File: src/rtl/fifo_pkg.sv
// Shared helpers for both sides of the asynchronous FIFO: Gray/binary
// conversion and the minimum synchroniser depth.
package fifo_pkg;

  localparam int SYNC_STAGES_MIN = 2;
  localparam int MAX_PTR_WIDTH   = 32;

  // Callers zero-extend their pointer to MAX_PTR_WIDTH and truncate the
  // result back, so a single function serves every PTR_WIDTH.
  function automatic logic [MAX_PTR_WIDTH-1:0] bin2gray(input logic [MAX_PTR_WIDTH-1:0] bin);
    return bin ^ (bin >> 1);
  endfunction

  function automatic logic [MAX_PTR_WIDTH-1:0] gray2bin(input logic [MAX_PTR_WIDTH-1:0] gray);
    logic [MAX_PTR_WIDTH-1:0] bin;
    bin = '0;
    for (int i = 0; i < MAX_PTR_WIDTH; i++) begin
      bin[i] = ^(gray >> i);
    end
    return bin;
  endfunction

endpackage

File: src/rtl/fifo_ptr_sync.sv
// Plain multi-flop synchroniser for a Gray-coded pointer crossing clock
// domains. Shared by the read and write controllers.
module fifo_ptr_sync
  import fifo_pkg::*;
#(
  parameter int WIDTH       = 4,
  parameter int SYNC_STAGES = 2
) (
  input  logic             clk,
  input  logic             rstn,
  input  logic [WIDTH-1:0] async_in,
  output logic [WIDTH-1:0] sync_out
);

  if (SYNC_STAGES < SYNC_STAGES_MIN) begin : g_stage_check
    $error("fifo_ptr_sync: SYNC_STAGES below minimum");
  end

  logic [WIDTH-1:0] stages [SYNC_STAGES];

  always_ff @(posedge clk or negedge rstn) begin
    if (!rstn) begin
      for (int i = 0; i < SYNC_STAGES; i++) begin
        stages[i] <= '0;
      end
    end else begin
      stages[0] <= async_in;
      for (int i = 1; i < SYNC_STAGES; i++) begin
        stages[i] <= stages[i-1];
      end
    end
  end

  assign sync_out = stages[SYNC_STAGES-1];

endmodule

File: src/rtl/fifo_rd_ctrl.sv
// Read-side controller of the asynchronous FIFO: read pointer, empty/level
// generation and a registered valid/ready output stage fed from fifo_mem.
module fifo_rd_ctrl
  import fifo_pkg::*;
#(
  parameter int DATA_WIDTH  = 8,
  parameter int FIFO_DEPTH  = 8,
  parameter int PTR_WIDTH   = 4,
  parameter int SYNC_STAGES = 2
) (
  input  logic                  r_clk,
  input  logic                  r_rstn,
  input  logic [PTR_WIDTH-1:0]  w_gray_ptr,
  output logic [PTR_WIDTH-1:0]  r_gray_ptr,
  output logic [PTR_WIDTH-2:0]  r_addr,
  input  logic [DATA_WIDTH-1:0] r_data,
  output logic [DATA_WIDTH-1:0] out_data,
  output logic                  out_valid,
  input  logic                  out_ready,
  output logic                  r_empty,
  output logic [PTR_WIDTH-1:0]  r_level
);

  if ((FIFO_DEPTH & (FIFO_DEPTH - 1)) != 0 || (1 << (PTR_WIDTH - 1)) != FIFO_DEPTH) begin : g_param_check
    $error("fifo_rd_ctrl: FIFO_DEPTH must be a power of 2 and PTR_WIDTH = log2(FIFO_DEPTH)+1");
  end

  logic [PTR_WIDTH-1:0] r_bin_ptr;
  logic [PTR_WIDTH-1:0] r_bin_next;
  logic [PTR_WIDTH-1:0] wq_gray;
  logic [PTR_WIDTH-1:0] wq_bin;
  logic                 pop;

  fifo_ptr_sync #(
    .WIDTH       (PTR_WIDTH),
    .SYNC_STAGES (SYNC_STAGES)
  ) u_wptr_sync (
    .clk      (r_clk),
    .rstn     (r_rstn),
    .async_in (w_gray_ptr),
    .sync_out (wq_gray)
  );

  assign wq_bin     = PTR_WIDTH'(gray2bin(MAX_PTR_WIDTH'(wq_gray)));
  assign r_bin_next = r_bin_ptr + PTR_WIDTH'(1);

  // Gray compare is safe here: both operands are registered in this domain.
  assign r_empty = (r_gray_ptr == wq_gray);
  assign r_level = wq_bin - r_bin_ptr;
  assign r_addr  = r_bin_ptr[PTR_WIDTH-2:0];

  // Refill in the same cycle the consumer accepts, giving one word per clock.
  assign pop = !r_empty && (!out_valid || out_ready);

  always_ff @(posedge r_clk or negedge r_rstn) begin
    if (!r_rstn) begin
      r_bin_ptr  <= '0;
      r_gray_ptr <= '0;
      out_data   <= '0;
      out_valid  <= 1'b0;
    end else if (pop) begin
      out_data   <= r_data;
      out_valid  <= 1'b1;
      r_bin_ptr  <= r_bin_next;
      r_gray_ptr <= PTR_WIDTH'(bin2gray(MAX_PTR_WIDTH'(r_bin_next)));
    end else if (out_valid && out_ready) begin
      out_valid  <= 1'b0;
    end
  end

endmodule

File: config.mk
export PLATFORM = sky130hd
export DESIGN_NAME = fifo_rd_ctrl
export DESIGN_NICKNAME = d
export VERILOG_FILES = /design/src/rtl/fifo_pkg.sv /design/src/rtl/fifo_ptr_sync.sv /design/src/rtl/fifo_rd_ctrl.sv
export SDC_FILE = /design/constraint.sdc
export NUM_CORES = 1
export LEC_CHECK = 0
export BUFFER_PORTS_ARGS = -buffer_cell sky130_fd_sc_hd__clkbuf_2
export CORE_MARGIN = 3
export CORE_UTILIZATION = 44
export DETAILED_ROUTE_END_ITERATION = 10
export PLACE_DENSITY = 0.71
export SYNTH_ARGS = -nofsm -noshare
export SYNTH_HDL_FRONTEND = slang
export SYNTH_SLANG_ARGS = --single-unit
File: constraint.sdc
create_clock -name r_clk -period 4.3 [get_ports r_clk]
set_input_delay 0.215 -clock r_clk [delete_from_list [all_inputs] [get_ports r_clk]]
set_output_delay 0.215 -clock r_clk [all_outputs]
set_load 0.02 [all_outputs]
==> results.yml <==
status:
  status: "complete, no violations"
logic_synthesis:
  syn-num-nets: 97
  netlist_area_um2: 1080
  synth_seq_area_share_pct: 55.5
  synth.distinct_cells: 18
  yosys_warnings: 0
  synth-seq-cells: 24
  synth.avg_cell_area_um2: 14.1
  syn_inst: 77
timing:
  setup_slack_ns: 1.72
  slew_viol_final: 0
  finalSetupTns_ns: 0
  period_share_pct: 60.0
  worstMarginPinSlew_ns: 0.830
  slew_headroom_pct: 44.7
  min_period_ns: 2.58
  setup_viol: 0
  finalHoldViolCount: 0
  rsz0062_at_grt: "false"
  finalClockSkew_ns: 0.00195
  fmax_ghz: 0.387
clocking:
  clk_latency_ns: 0.32
  cts_hold_buf: 5
  clk_pin_slew_ns: 0.13
  cts.sinks: 24
  root_buffer: "clkbuf_4"
  numCtsBuffers: 3
  tritoncts: "built"
  cts_buffer_depth: 2
  cts_resized: 0
  postCtsSetupBuffers: 0
  htree_levels: 1
critical_path:
  cpPeakStageDelay_ns: 0.42
  crit_path_start_kind: "flop"
  crit_chain: "xor2_1 > xnor2_1 > xor2_1 > ha_1 > inv_1 > a21o_1 > a21oi_1 > xor2_1 > clkbuf_2"
  path_class: "flop to primary output"
  cp_max_fo: 3
  critPathTopFamily: "XOR/XNOR gates"
  cp.arrival_ns: 2.37
  worst_path_most_repeated_cell: "xor2_1"
  cp_data_required_time_ns: 4.09
  cp_num_buf_inv: 2
  cp-end-kind: "primary output"
  cp_slowest_cell: "dfrtp_1"
detailed_routing:
  wl_per_cell_um: 13.1
  vias: 707
  drc: 0
  drt_iter0_markers: 3
  dr.pass1.iters: 2
  ant_nets: 0
  drt_wl_total_um: 1930
  viasPerCell: 4.81
hold_path:
  hp-class: "input pin to flop"
power:
  total_leakage_power_nw: 0.685
  finalPower_mw: 1.07
  power_density_nw_per_um2: 782
  peakVddDrop_v: 0.000410
placement:
  pre_cts_ws_ns: 2.06
  port_buffers: 35
  dp_hpwl_um: 1400
  dp.cells: 138
  globalplace.congestion: 0.787
die:
  std_cell_rows: 17
  initial_utilization_pct: 47.6
  die_w_um: 55.6
  io_pins: 36
  dieHeight_um: 55.6
  core_region_area_um2: 2280
  dieArea_um2: 3090
global_routing:
  grt_max_degree: 25
  grt_pass1_vias: 745
  antenna_found_initial: 0
  grt_use_total_pct: 14.3
  grt_pass1_wl_um: 3420
  gr-total-overflow: 0
layout:
  drive_gt1_share_pct: 42.0
  diodes: 0
  layout.cells.non_filler: 147
  nNetsFinal: 140
  area_growth_pct: 26.0
flow_run:
  drv_cap: 0
-- kinds of logic after synthesis --
logic type / after synthesis / synth area share [%]
AND/OR/NAND/NOR: 8 / 3.47
AO/OA/AOI/OAI: 4 / 2.66
adder cells (fa/ha/maj): 5 / 6.47
multiplexers: 11 / 13.2
flip-flops: 24 / 55.5
XOR/XNOR: 17 / 13.8
buffers and inverters: 8 / 4.97
-- final timing paths --
| kind | startpoint | to | slack (ns) | cells after the start |
|---|---|---|---|---|
| worst min-delay path | r_data[2] | out_data[2] | 0.12 | 2 |
| worst max register to register | r_gray_ptr[3] | out_data[7] | 2.23 | 3 |
| worst max-delay path | u_wptr_sync.sync_out[3] | r_level[3] | 1.72 | 9 |
| max in group asynchronous | r_rstn | out_data[1] | 3.52 | 2 |
| min in group asynchronous | r_rstn | out_valid | 0.41 | 2 |
| worst min register to register | u_wptr_sync.stages[6] | u_wptr_sync.sync_out[2] | 0.36 | 0 |
-- cell usage after synthesis --
master    count  area share (%)
nand2_1       5             1.7
a21oi_1       1            0.46
nand2b_1      1            0.58
mux2_4        5             6.9
xnor2_1       8             6.5
buf_6         1             1.0
dfrtp_1      24              55
ha_1          4             4.6
nand4_1       1            0.58
xor2_1        9             7.3
nor4_1        1            0.58
a21o_1        1            0.69
o41a_1        1             1.0
inv_1         6             2.1
mux2_2        6             6.2
fa_1          1             1.8
buf_12        1             1.8
o21ai_0       1            0.46
-- routing by layer --
layer | up-vias | routed length [µm] | GRT usage, %
met5 | - | 0 | 0
met4 | 0 | 43 | 7.99
met3 | 5 | 112 | 3.02
met2 | 21 | 1050 | 24.8
met1 | 350 | 722 | 16.3
li1 | 331 | - | -
-- layout make-up --
class / count / area, µm²
fillers: 191 / 912
flip-flops and latches: 24 / 601
multi-input cells: 45 / 428
repair buffers: 40 / 225
well taps: 28 / 35.0
clock inverters: 1 / 30.0
clock buffers: 3 / 22.5
inverters: 6 / 22.5
-- metrics by stage --
step	util, %	instance area (µm²)	hold WS [ns]
floorplan	-	1080	-0.0806
global placement	55.4	1260	0.234
detailed placement	55.4	1260	0.232
CTS	59.9	1360	0.0994
global route	59.9	1360	0.105
finish	59.9	1360	0.117
-- flip-flops by register name (all words and copies together), names as in the netlist --
name	cells
out_data	8
r_gray_ptr	4
u_wptr_sync.stages	4
u_wptr_sync.sync_out	4
r_bin_ptr	3
out_valid	1
-- report_power, final --
part	internal (mW)	switching, mW
clock	0.0943	0.0670
sequential	0.290	0.0698
combinational	0.242	0.303
total	0.626	0.440
-- layout by cell type, fill, tap and decap left out, drive strengths merged, types with 4 or more instances in the layout --
cell / Yosys / layout
xor2: 9 / 9
dfrtp: 24 / 24
nand2: 5 / 5
clkbuf: 0 / 38
ha: 4 / 4
inv: 6 / 6
mux2: 11 / 11
xnor2: 8 / 8
dlygate4sd3: 0 / 5
(Power assumes the default switching activity.)
